==> config.mk <==
export PLATFORM = sky130hd
export DESIGN_NAME = spm_ex_arbiter
export DESIGN_NICKNAME = d
export VERILOG_FILES = /design/src/rtl/spm_ex_arbiter.sv
export SDC_FILE = /design/constraint.sdc
export NUM_CORES = 1
export LEC_CHECK = 0
export BUFFER_PORTS_ARGS = -buffer_cell sky130_fd_sc_hd__buf_2
export CORE_MARGIN = 2
export CORE_UTILIZATION = 39
export CTS_CLUSTER_SIZE = 10
export DETAILED_ROUTE_END_ITERATION = 8
export PLACE_DENSITY = 0.73
export SKIP_CTS_REPAIR_TIMING = 1
export SYNTH_ARGS = -nofsm -noshare
export SYNTH_HDL_FRONTEND = slang
export SYNTH_SLANG_ARGS = --single-unit
export TNS_END_PERCENT = 100
==> constraint.sdc <==
create_clock -name clk -period 5.7 [get_ports clk]
set_input_delay 0.57 -clock clk [delete_from_list [all_inputs] [get_ports clk]]
set_output_delay 0.57 -clock clk [all_outputs]
set_load 0.02 [all_outputs]
==> src/rtl/spm_ex_arbiter.sv <==
// -----------------------------------------------------------------------------
// spm_ex_arbiter
//
// Round-robin arbiter and sequencer for the scratchpad external access port.
// Single-beat read/write requests from N_REQ requesters are serialised onto
// ex_in_bus one per cycle. Returned read data is routed back to the requester
// that issued the read.
//
// ex_out_bus is muxed combinationally by the read select currently driven on
// ex_in_bus. That select must therefore stay put until every in-flight read
// has returned. A read to a different bank group is held off until the read
// pipe drains. Writes never touch the read select, so they are always
// eligible.
//
// Optional feature macro: SPM_ARB_BURST_EN
//   defined   : a granted requester keeps exclusive eligibility until a beat
//               with req_last = 1 is accepted. The pointer moves only on that
//               beat.
//   undefined : req_last is ignored and every beat is arbitrated on its own.
//
// Burst lock FSM (present only with SPM_ARB_BURST_EN):
//   state    | meaning
//   ---------+------------------------------------------------------------
//   ST_OPEN  | normal round-robin over all requesters
//   ST_BURST | only owner_q is eligible until its last beat is accepted
//
// Ports
//   clk         : clock, all logic rising-edge
//   rst         : asynchronous reset, active low
//   req_valid   : per-requester request valid
//   req_ready   : per-requester accept (combinational, at most one bit high)
//   req_we      : per-requester 1 = write, 0 = read
//   req_bg      : per-requester bank group, slice i = [2i+1:2i]
//   req_addr    : per-requester address slices
//   req_wdata   : per-requester write data slices
//   req_last    : per-requester last beat of a burst
//   ex_in_bus   : {write_sel, read_sel, addr, data}, registered
//   ex_wen      : qualifies write_sel this cycle
//   ex_ren      : qualifies read_sel this cycle
//   ex_out_bus  : scratchpad read data
//   rsp_valid   : one-hot read response strobe, registered
//   rsp_data    : read data, valid with rsp_valid
// -----------------------------------------------------------------------------
module spm_ex_arbiter #(
    parameter int N_REQ  = 4,
    parameter int A_W    = 8,
    parameter int D_W    = 32,
    parameter int RD_LAT = 1
) (
    input  logic                 clk,
    input  logic                 rst,
    input  logic [N_REQ-1:0]     req_valid,
    output logic [N_REQ-1:0]     req_ready,
    input  logic [N_REQ-1:0]     req_we,
    input  logic [2*N_REQ-1:0]   req_bg,
    input  logic [A_W*N_REQ-1:0] req_addr,
    input  logic [D_W*N_REQ-1:0] req_wdata,
    input  logic [N_REQ-1:0]     req_last,
    output logic [4+A_W+D_W-1:0] ex_in_bus,
    output logic                 ex_wen,
    output logic                 ex_ren,
    input  logic [D_W-1:0]       ex_out_bus,
    output logic [N_REQ-1:0]     rsp_valid,
    output logic [D_W-1:0]       rsp_data
);

    localparam int ID_W   = (N_REQ > 1) ? $clog2(N_REQ) : 1;
    localparam int PIPE_D = RD_LAT + 1;

    // Round-robin pointer.
    logic [ID_W-1:0]  rr_ptr;
    logic [ID_W-1:0]  next_ptr;
    logic             ptr_adv;

    // Registered bus fields.
    logic [1:0]       wr_sel_q;
    logic [1:0]       rd_sel_q;
    logic [A_W-1:0]   addr_q;
    logic [D_W-1:0]   data_q;

    // Read tracking pipe: stage s holds a read issued s+1 cycles ago.
    logic [PIPE_D-1:0] pipe_vld;
    logic [ID_W-1:0]   pipe_id [PIPE_D];
    logic              rd_in_flight;

    // Arbitration.
    logic [N_REQ-1:0] eligible;
    logic [N_REQ-1:0] lock_mask;
    logic             grant_found;
    logic [ID_W-1:0]  grant_id;
    logic [ID_W-1:0]  scan_id;
    int               scan_idx;
    logic             accept;

    // Fields of the winning request.
    logic             grant_we;
    logic [1:0]       grant_bg;
    logic [A_W-1:0]   grant_addr;
    logic [D_W-1:0]   grant_wdata;

    assign rd_in_flight = |pipe_vld;

    // -------------------------------------------------------------------------
    // Burst lock
    // -------------------------------------------------------------------------
`ifdef SPM_ARB_BURST_EN
    typedef enum logic {
        ST_OPEN  = 1'b0,
        ST_BURST = 1'b1
    } burst_state_t;

    burst_state_t    state_q;
    burst_state_t    state_d;
    logic [ID_W-1:0] owner_q;
    logic [ID_W-1:0] owner_d;
    logic            grant_last;

    assign grant_last = req_last[grant_id];

    always_ff @(posedge clk or negedge rst) begin
        if (!rst) begin
            state_q <= ST_OPEN;
            owner_q <= '0;
        end else begin
            state_q <= state_d;
            owner_q <= owner_d;
        end
    end

    always_comb begin
        state_d = state_q;
        owner_d = owner_q;
        case (state_q)
            ST_OPEN: begin
                // A single-beat transfer (last on first beat) never locks.
                if (accept && !grant_last) begin
                    state_d = ST_BURST;
                    owner_d = grant_id;
                end
            end
            ST_BURST: begin
                if (accept && grant_last) begin
                    state_d = ST_OPEN;
                end
            end
            default: state_d = ST_OPEN;
        endcase
    end

    always_comb begin
        lock_mask = '1;
        if (state_q == ST_BURST) begin
            lock_mask          = '0;
            lock_mask[owner_q] = 1'b1;
        end
    end

    assign ptr_adv = accept && grant_last;
`else
    logic unused_last;

    assign unused_last = ^req_last;
    assign lock_mask   = '1;
    assign ptr_adv     = accept;
`endif

    // -------------------------------------------------------------------------
    // Eligibility: a read that would change the read select while reads are
    // still returning would corrupt their data, so it waits. It blocks only
    // itself; the scan simply skips it.
    // -------------------------------------------------------------------------
    always_comb begin
        eligible = '0;
        for (int i = 0; i < N_REQ; i++) begin
            eligible[i] = req_valid[i] &&
                          (req_we[i] || !rd_in_flight ||
                           (req_bg[2*i +: 2] == rd_sel_q));
        end
        eligible = eligible & lock_mask;
    end

    // First eligible requester scanning upward from the pointer.
    always_comb begin
        grant_found = 1'b0;
        grant_id    = '0;
        scan_idx    = 0;
        scan_id     = '0;
        for (int k = 0; k < N_REQ; k++) begin
            scan_idx = int'(rr_ptr) + k;
            if (scan_idx >= N_REQ) begin
                scan_idx = scan_idx - N_REQ;
            end
            scan_id = ID_W'(scan_idx);
            if (!grant_found && eligible[scan_id]) begin
                grant_found = 1'b1;
                grant_id    = scan_id;
            end
        end
    end

    assign accept = grant_found;

    // No accepts are offered while reset is asserted.
    always_comb begin
        req_ready = '0;
        if (grant_found && rst) begin
            req_ready[grant_id] = 1'b1;
        end
    end

    assign grant_we    = req_we[grant_id];
    assign grant_bg    = req_bg[2*grant_id +: 2];
    assign grant_addr  = req_addr[A_W*grant_id +: A_W];
    assign grant_wdata = req_wdata[D_W*grant_id +: D_W];

    assign next_ptr = (grant_id == ID_W'(N_REQ - 1)) ? '0 : grant_id + 1'b1;

    always_ff @(posedge clk or negedge rst) begin
        if (!rst) begin
            rr_ptr <= '0;
        end else if (ptr_adv) begin
            rr_ptr <= next_ptr;
        end
    end

    // -------------------------------------------------------------------------
    // Command issue. Unused fields hold their last value so read_sel keeps
    // steering ex_out_bus across writes and idle cycles.
    // -------------------------------------------------------------------------
    always_ff @(posedge clk or negedge rst) begin
        if (!rst) begin
            wr_sel_q <= '0;
            rd_sel_q <= '0;
            addr_q   <= '0;
            data_q   <= '0;
            ex_wen   <= 1'b0;
            ex_ren   <= 1'b0;
        end else if (accept) begin
            addr_q <= grant_addr;
            if (grant_we) begin
                wr_sel_q <= grant_bg;
                data_q   <= grant_wdata;
                ex_wen   <= 1'b1;
                ex_ren   <= 1'b0;
            end else begin
                rd_sel_q <= grant_bg;
                ex_wen   <= 1'b0;
                ex_ren   <= 1'b1;
            end
        end else begin
            ex_wen <= 1'b0;
            ex_ren <= 1'b0;
        end
    end

    assign ex_in_bus = {wr_sel_q, rd_sel_q, addr_q, data_q};

    // -------------------------------------------------------------------------
    // Read tracking. One issue per cycle bounds the outstanding reads to the
    // pipe depth, so the shift register cannot overflow.
    // -------------------------------------------------------------------------
    always_ff @(posedge clk or negedge rst) begin
        if (!rst) begin
            pipe_vld <= '0;
            for (int s = 0; s < PIPE_D; s++) begin
                pipe_id[s] <= '0;
            end
        end else begin
            pipe_vld[0] <= accept && !grant_we;
            pipe_id[0]  <= grant_id;
            for (int s = 1; s < PIPE_D; s++) begin
                pipe_vld[s] <= pipe_vld[s-1];
                pipe_id[s]  <= pipe_id[s-1];
            end
        end
    end

    // The last pipe stage lines up with the read data on ex_out_bus.
    always_ff @(posedge clk or negedge rst) begin
        if (!rst) begin
            rsp_valid <= '0;
            rsp_data  <= '0;
        end else begin
            rsp_valid <= '0;
            if (pipe_vld[RD_LAT]) begin
                rsp_valid[pipe_id[RD_LAT]] <= 1'b1;
                rsp_data                   <= ex_out_bus;
            end
        end
    end

endmodule

==> results of run 1 <==
-- kinds of logic (layout without fill, tap and decap cells) --
kind of cell / after synthesis / in the layout
DFF: 89 / 89
AOI/OAI and AO/OA: 17 / 17
xor gates and xnor gates: 8 / 8
adders and majority gates: 4 / 4
muxes: 207 / 207
buffers and inverters: 32 / 324
and+or+nand+nor: 20 / 20
-- power groups by stage --
stage / logic (mW) / registers (mW) / clock network (mW)
after floorplan: 1.62 / 1.49 / 0
after global placement: 2.52 / 1.14 / 0
after detailed placement: 2.58 / 1.15 / 0
after CTS: 2.58 / 1.15 / 0.664
after global routing: 2.74 / 1.19 / 0.691
final: 2.55 / 1.15 / 0.644
-- cell type report --
class                      count  share of cell area
clock buffer                   9             0.03218
clock inverter                 7             0.01466
inverter                       6            0.003218
multi-input combinational    256              0.3822
sequential                    89              0.3182
tap                          172             0.03075
timing repair buffer         302              0.2188
-- through the flow --
step                  util  instance area [µm²]  std cells  hold slack (ns)
floorplan                -                 5094        377           0.2744
global placement    0.5265                 6671        825           0.3321
detailed placement  0.5265                 6671        825           0.3358
CTS                 0.5524                 6999        841           0.2119
global route        0.5524                 6999        841           0.2241
finish              0.5524                 6999        841           0.1978
-- how the worst min path moves through the flow --
stage | start | end | slack (ns) | depth (start not counted)
2_1_floorplan | rst | addr_q[0] | 0.27 | 0
3_3_place_gp | pipe_id[2] | pipe_id[0] | 0.33 | 0
3_5_place_dp | pipe_id[3] | pipe_id[1] | 0.34 | 0
4_1_cts | rst | rsp_data[4] | 0.21 | 1
5_1_grt | rst | rsp_data[4] | 0.22 | 1
6_report | rst | data_q[3] | 0.20 | 1
-- sequential cells by signal, indices dropped and copies added (netlist names) --
| signal | count |
|---|---|
| data_q | 32 |
| rr_ptr | 2 |
| ex_wen | 1 |
| addr_q | 8 |
| pipe_id | 4 |
| rsp_valid | 4 |
| rsp_data | 32 |
| wr_sel_q | 2 |
| pipe_vld | 2 |
| rd_sel_q | 2 |
-- worst reg2reg max path, cell delays in order, from the launching register on --
cell       delay [ns]
dfrtp_1          0.46
xnor2_1          0.18
a211oi_2         0.40
o2bb2ai_1        0.18
a221oi_4         0.26
buf_4            0.43
mux2_4           0.24
a22o_2           0.51
buf_4            0.46
mux2_4           0.36
-- cells in the final DEF (no fill, tap or decap), types with 6 or more instances in the layout --
cell type	synthesis	layout
mux2_4	30	30
mux2_2	43	43
xnor2_1	8	8
buf_2	8	294
clkbuf_16	0	9
dfrtp_1	89	89
mux2i_1	128	128
buf_4	8	8
mux2_1	6	6
nand2_1	6	6
-- per-layer routing --
layer | routed length [µm] | vias up
li1 | - | 1948
met1 | 5532 | 1967
met2 | 6938 | 187
met3 | 1061 | 19
met4 | 280 | 0
met5 | 0 | -
==> qor.txt, run 1 <==
Outcome = finished clean
Worst slack at placement = 1.876 ns
Layout Nets = 882
RSZ-0062 raised after global routing = no
Multi-input gate area = 0.002675 mm²
Crit path to = req_ready[0]
Syn_nets = 595
Max Fclk = 251.5 MHz
Pin count of the biggest net entering global routing = 67
CP Data Required Time = 5.13 ns
Adder-cell share of the synthesized area = 0.009826
Slowest CP cell = buf_4
Die W = 118.3 µm
Top FF cell, synth = dfrtp_1
Initial Util = 0.4020
Grt ovf = 0
PnR worst setup slack = 1.724 ns
Combinational share of power = 0.588
Setup violators final = 0
Core box area = 0.01267 mm²
N_diodes = 0
Die Area = 0.01399 mm²
Switching share of total power = 0.4055
Commonest cells post-synth = mux2i_1 (128), dfrtp_1 (89), mux2_2 (43), mux2_4 (30)
Crit end category = output pin
Worst R2R Start = rd_sel_q[0]
Area leader, netlist = dfrtp_1
Number of CTS-inserted buffers = 9
Total global-route track usage = 0.2011
Share of layout cells above drive strength 1 = 0.5964
WL/cell = 16.42 µm
Clk Latency, worst-skew pair = 0.33 ns
Vias in the first global route = 4475
FP Rows = 41
GP Congestion = 0.9014
Most Crowded Layer GR = met2
GR Layer Usage met1 = 0.2328
Crit path DAT = 3.41 ns
CP max FO = 66
R2R Setup Slk = 2.12 ns
CP top delay family = buffers and inverters
Compound-Gate Fraction of Synth Area = 0.02997
Vias per cell = 4.900
Pre-Repair DR Iteration Count = 5
P&R area growth vs syn = 37.41%
Setup TNS = 0 ns
Actual slew at the worst max-slew pin = 1.087 ns
Main combinational cell family by area after synthesis = multiplexers
TritonCTS clock tree = yes
Maxcap violations = 0
Area contributors post-synth = dfrtp_1 (44%), mux2i_1 (25%), mux2_2 (9.5%)
Post-synthesis cell count = 377
WP depth = 9
Met3 GRT Util = 0.05357
FF+latch area = 0.002227 mm²
Remaining DRCs = 0
Ys async rst share = 1.000
Filler cell count = 1116
Post-synth EDFFs = 0
Seq pwr share = 0.264
Clk root buf = clkbuf_16
WS Path Type = flip-flop to output pin
Port bufs = 295
Final Hold Viols = 0
Leak = 3.619 nW
Sw Pwr = 1.762 mW
GR Util met2 = 0.3548
Die Y = 118.3 µm
Startpoint Class = flip-flop
Initial detailed-routing violation count = 105
Num ports = 300
Slew Limit Headroom = 0.2756
CTS Sinks = 89
Top-area cell type share of the netlist area = 0.4372
CP Buf/Inv Count = 3
Top-count cell post-synth = mux2i_1
Slew Limit Fails = 0
Avg Inst Size Synth = 13.51 µm²
Via Count = 4121
Min Clock Period, post-route = 3.976 ns
Post-Synth XOR/XNOR Area = 0.01376
Peak supply drop = 0.2733 mV
Synth warn = 0
Post-synthesis mux area share = 0.4483
Placed wire-length estimate = 10830 µm
Max Root-Sink Buffers = 2
Post-Syn Area = 0.005094 mm²
Synth unique cells = 37
Power per standard cell area = 620.8 mW/mm²
Initial antenna violation count = 0
Final worst path period share = 0.6976
Clock transition at path regs = 0.06 ns
CTS H-tree depth = 3
Clock Skews = 0.006817 ns
Critical path startpoint = rd_sel_q[0]
Wirelength, routed = 13810 µm
First-pass GRT wire length = 22490 µm
Critical path cell sequence = xnor2_1, a211oi_2, o2bb2ai_1, a221oi_4, buf_4, inv_1, ha_1, and3_1, buf_2
Seq/Total Area, Yosys = 0.4372
Crit-path max cell delay = 0.83 ns
Pwr Total = 4.345 mW
Clk pwr share = 0.148
Simple-Gate Fraction of Synth Area = 0.02063
Worst hold-check path type = input pin to asynchronous set/reset pin
Final antenna-violating net count = 0
P_int = 2.583 mW
Worst reg2reg path depth = 9
FF+latch count, synth = 89
Reg2reg end = data_q[18]
Note: power is estimated with default switching activity, not from simulation.
==> run 2: changes to the inputs <==
--- a/config.mk
+++ b/config.mk
@@ -5,6 +5,7 @@
 export SDC_FILE = /design/constraint.sdc
 export NUM_CORES = 1
 export LEC_CHECK = 0
+export ABC_AREA = 1
 export BUFFER_PORTS_ARGS = -buffer_cell sky130_fd_sc_hd__buf_2
 export CORE_MARGIN = 2
 export CORE_UTILIZATION = 39
==> constraint.sdc (replaced) <==
create_clock -name clk -period 3.25 [get_ports clk]
set_input_delay 0.325 -clock clk [delete_from_list [all_inputs] [get_ports clk]]
set_output_delay 0.325 -clock clk [all_outputs]
set_load 0.02 [all_outputs]
==> qor.txt, run 2 <==
Seq/Total Area, Yosys = 0.3708
Hold depth = 3
First-pass GRT wire length = 30320 µm
Pin count of the biggest net entering global routing = 64
Outcome = finished clean
CP Data Required Time = 2.92 ns
CP max FO = 26
FF+latch area = 0.002227 mm²
P&R area growth vs syn = 32.72%
Post-Syn Area = 0.006007 mm²
Layout Nets = 1435
Ys async rst share = 1.000
Core box area = 0.01515 mm²
Reg2reg end = data_q[8]
Final antenna-violating net count = 0
Slew Limit Headroom = 0.4847
Vias in the first global route = 6056
Number of CTS-inserted buffers = 9
Wirelength, routed = 19230 µm
Commonest cells post-synth = nand2_1 (394), inv_1 (158), nand3_1 (125), dfrtp_1 (89), nand4_1 (72)
Max Root-Sink Buffers = 2
Crit path DAT = 2.66 ns
Setup violators final = 0
Grt ovf = 0
Vias per cell = 4.890
Post-synthesis cell count = 947
GP Congestion = 0.8823
Multi-input gate area = 0.002894 mm²
Actual slew at the worst max-slew pin = 0.7703 ns
Setup TNS = 0 ns
Die W = 128.1 µm
Area leader, netlist = dfrtp_1
Crit end category = output pin
Clock Skews = 0.005207 ns
Worst hold-check path type = input pin to flip-flop
Filler cell count = 1548
Die Y = 128.1 µm
Final Hold Viols = 0
WL/cell = 13.62 µm
Worst reg2reg path depth = 14
FF+latch count, synth = 89
R2R Setup Slk = 0.45 ns
Cells after DPL = 1388
Area contributors post-synth = dfrtp_1 (37%), nand2_1 (25%), nand3_1 (10%)
Hold Path End = rsp_data[21]
Clock transition at path regs = 0.07 ns
Clk Latency, worst-skew pair = 0.34 ns
Port bufs = 295
Startpoint Class = flip-flop
HP Start = ex_out_bus[21]
Post-synth EDFFs = 0
Min Clock Period, post-route = 2.983 ns
Maxcap violations = 0
Syn_nets = 1165
Worst R2R Start = rd_sel_q[1]
Share of layout cells above drive strength 1 = 0.2872
CTS H-tree depth = 3
Placed wire-length estimate = 14000 µm
RSZ-0062 raised after global routing = no
Top FF cell, synth = dfrtp_1
Top-count cell post-synth = nand2_1
Leading cell types in the layout, fill and taps excluded = nand2_1 (394), buf_2 (294), inv_1 (158)
Top-area cell type share of the netlist area = 0.3708
Max Fclk = 335.2 MHz
Avg Inst Size Synth = 6.343 µm²
Initial detailed-routing violation count = 523
FP Rows = 45
Total global-route track usage = 0.2312
Initial Util = 0.3966
Commonest non-fill, non-tap cell in the layout = nand2_1
Num ports = 300
CTS Sinks = 89
Synth warn = 0
TritonCTS clock tree = yes
Slew Limit Fails = 0
WS Path Type = flip-flop to output pin
Final worst path period share = 0.9179
Post-Layout Cell Count = 1412
Clk root buf = clkbuf_16
Synth unique cells = 27
Via Count = 6905
Initial antenna violation count = 2
Remaining DRCs = 0
Die Area = 0.01641 mm²
Largest regs = data_q (32), rsp_data (32), addr_q (8)
Pre-Repair DR Iteration Count = 5
## run 2: cell count changes in the layout (fill, tap and decap cells not counted), moves of 6 or more
cell,before,now
nand2_1,6,394
inv_1,5,158
mux2i_1,128,0
nand3_1,0,125
nand4_1,0,72
mux2_2,43,0
mux2_4,30,0
buf_4,8,21
o211ai_1,0,8
nor2_1,2,9
xnor2_1,8,1
mux2_1,6,0
## run 2: how the worst max path moves through the flow
stage | from | end | slack [ns] | depth (start not counted)
floorplan | rd_sel_q[0] | req_ready[2] | 0.59 | 15
CTS | rd_sel_q[1] | req_ready[3] | 0.01 | 16
detailed placement | rd_sel_q[1] | data_q[8] | 0.31 | 14
finish | rd_sel_q[1] | req_ready[0] | 0.27 | 16
global placement | rd_sel_q[0] | data_q[6] | 0.38 | 14
global route | rd_sel_q[1] | req_ready[0] | 0.009 | 18
## run 2: cells by family (layout without fill, tap and decap cells)
kind of cell / Yosys count / in the layout / share of synthesized area
xor+xnor: 1 / 1 / 0.001458
compound gates: 16 / 16 / 0.02145
flops: 89 / 89 / 0.3708
other cells: 0 / 2 / 0
buf+inv: 224 / 499 / 0.1502
fa+ha+maj: 4 / 4 / 0.008332
simple gates: 613 / 613 / 0.4478
## run 2: per-stage QoR
| stage | instance area, µm² | hold WS (ns) | util | worst slack [ns] |
|---|---|---|---|---|
| final | 7973 | 0.1788 | 0.5264 | 0.2669 |
| after global routing | 7973 | 0.1690 | 0.5264 | 0.009384 |
| after CTS | 7905 | -0.04986 | 0.5219 | 0.01099 |
| after detailed placement | 7599 | 0.3298 | 0.5017 | 0.3128 |
| after global placement | 7599 | 0.3327 | 0.5017 | 0.3780 |
| after floorplan | 6007 | 0.02941 | - | 0.5911 |
## run 2: worst max-delay path, cell delays in order, from the launching register on
cell	delay, ns
dfrtp_1	0.47
inv_2	0.12
nand2_1	0.05
nand2_1	0.06
nand2_1	0.05
nand2_1	0.07
nand3_1	0.14
nand3_1	0.12
nand2_2	0.10
nand2_1	0.11
nand3_2	0.16
nand3_4	0.20
buf_8	0.20
ha_1	0.17
inv_1	0.04
nor2_1	0.09
buf_2	0.17
## run 2: cell type report
class | instances | area share
Tap cell | 188 | 0.02950
Clock buffer | 9 | 0.02825
Multi-Input combinational cell | 634 | 0.3630
Antenna cell | 2 | 0.0006277
Sequential cell | 89 | 0.2793
Clock inverter | 7 | 0.01020
Timing Repair Buffer | 319 | 0.2114
Inverter | 164 | 0.07768
## run 2: layer usage
layer	track usage	part of all wire
met5	0	0
met4	0.07111	0.019
met3	0.03923	0.051
met2	0.3806	0.49
met1	0.3120	0.44
Power of run 2 is left out: the tool's default activity adds up to more than one toggle a clock period on the data nets, which glitch-free logic cannot reach.
==> run 3: changes to the inputs <==
--- a/config.mk
+++ b/config.mk
@@ -9,6 +9,7 @@
 export BUFFER_PORTS_ARGS = -buffer_cell sky130_fd_sc_hd__buf_2
 export CORE_MARGIN = 2
 export CORE_UTILIZATION = 39
+export CTS_BUF_LIST = sky130_fd_sc_hd__clkbuf_8
 export CTS_CLUSTER_SIZE = 10
 export DETAILED_ROUTE_END_ITERATION = 8
 export PLACE_DENSITY = 0.73
==> qor.txt, run 3 (synthesis results as in run 2) <==
Outcome = finished clean
Pre-Repair DR Iteration Count = 7
RSZ-0062 raised after global routing = no
Vias in the first global route = 6068
Commonest non-fill, non-tap cell in the layout = nand2_1
Wirelength, routed = 19340 µm
Share of layout cells above drive strength 1 = 0.2889
CTS Sinks = 89
Reg2reg end = data_q[8]
Max Root-Sink Buffers = 2
R2R Setup Slk = 0.47 ns
Die Area = 0.01641 mm²
Slew Limit Fails = 0
Multi-input gate area = 0.002894 mm²
Hold Path End = rsp_data[14]
Leading cell types in the layout, fill and taps excluded = nand2_1 (394), buf_2 (294), inv_1 (158)
Hold depth = 3
Die Y = 128.1 µm
Min Clock Period, post-route = 2.982 ns
Crit path DAT = 2.66 ns
Total global-route track usage = 0.2315
FP Rows = 45
CTS H-tree depth = 3
Grt ovf = 0
Max Fclk = 335.4 MHz
Clock Skews = 0.01430 ns
Clk Latency, worst-skew pair = 0.37 ns
Setup violators final = 0
Worst R2R Start = rd_sel_q[1]
Number of CTS-inserted buffers = 9
Pin count of the biggest net entering global routing = 64
Port bufs = 295
Slowest CP cell = dfrtp_2
Worst reg2reg path depth = 17
CP Buf/Inv Count = 4
Critical path cell sequence = inv_2, nand2_1, nand2_1, nand2_1, nand2_1, nand3_1, nand3_1, nand2_2, nand2_1, nand3_2, nand3_4, buf_8, ha_1, inv_1, nor2_1, buf_2
WS Path Type = flip-flop to output pin
Placed wire-length estimate = 14000 µm
CP Data Required Time = 2.92 ns
Remaining DRCs = 0
P&R area growth vs syn = 31.08%
Final worst path period share = 0.9175
Setup TNS = 0 ns
Num ports = 300
FF+latch area = 0.002230 mm²
Crit-path most repeated cell = nand2_1
Startpoint Class = flip-flop
HP Start = ex_out_bus[14]
Clock transition at path regs = 0.10 ns
Maxcap violations = 0
CP top delay family = simple AND/OR/NAND/NOR gates
TritonCTS clock tree = yes
Initial antenna violation count = 2
Die W = 128.1 µm
Slew Limit Headroom = 0.4816
Worst slack at placement = 0.3128 ns
Final antenna-violating net count = 0
Via Count = 6890
Worst hold-check path type = input pin to flip-flop
Layout Nets = 1435
Largest regs = data_q (32), rsp_data (32), addr_q (8)
Clk root buf = clkbuf_8
First-pass GRT wire length = 30300 µm
PnR worst setup slack = 0.2681 ns
Vias per cell = 4.880
Actual slew at the worst max-slew pin = 0.7748 ns
CP max FO = 26
Crit end category = output pin
Core box area = 0.01515 mm²
Crit-path max cell delay = 0.47 ns
Filler cell count = 1554
GP Congestion = 0.8823
Initial detailed-routing violation count = 504
Final Hold Viols = 0
WL/cell = 13.70 µm
Initial Util = 0.3966
run 3: cell count changes in the layout (fill, tap and decap cells not counted):
cell	change
dfrtp_2	+2
clkbuf_8	+9
clkbuf_16	-9
dfrtp_1	-2
run 3: per-layer routing:
metal	GRT usage	share of wire
met1	0.3114	0.43
met3	0.03923	0.057
met4	0.07111	0.020
met2	0.3822	0.49
met5	0	0
run 3: final cells by class:
class | count | area share
clock buffer | 9 | 0.01573
multi-input combinational | 634 | 0.3676
antenna | 2 | 0.0006356
inverter | 164 | 0.07866
clock inverter | 7 | 0.01033
tap | 188 | 0.02987
timing repair buffer | 319 | 0.2140
sequential | 89 | 0.2832
run 3: metrics by stage:
stage               cells  utilization  hold slack (ns)  instance area, µm²
floorplan             947            -          0.02941                6007
global placement     1388       0.5017           0.3327                7599
detailed placement   1388       0.5017           0.3298                7599
CTS                  1404       0.5152         -0.09928                7804
global route         1412       0.5199           0.1261                7874
finish               1412       0.5199           0.1501                7874
run 3: worst max path at each step:
stage,cells after the start,slack [ns],from,to
CTS,16,-0.03,rd_sel_q[1],req_ready[3]
global placement,14,0.38,rd_sel_q[0],data_q[6]
finish,16,0.27,rd_sel_q[1],req_ready[2]
detailed placement,14,0.31,rd_sel_q[1],data_q[8]
global route,18,0.001,rd_sel_q[1],req_ready[0]
floorplan,15,0.59,rd_sel_q[0],req_ready[2]
run 3: worst register-to-register path, delay by kind of cell, from the launching register on:
kind / cells / cell delay (ns)
flip-flops: 1 / 0.47
AND/OR/NAND/NOR: 16 / 2.17
buffers and inverters: 1 / 0.10
Power of run 3 is left out for the same reason.
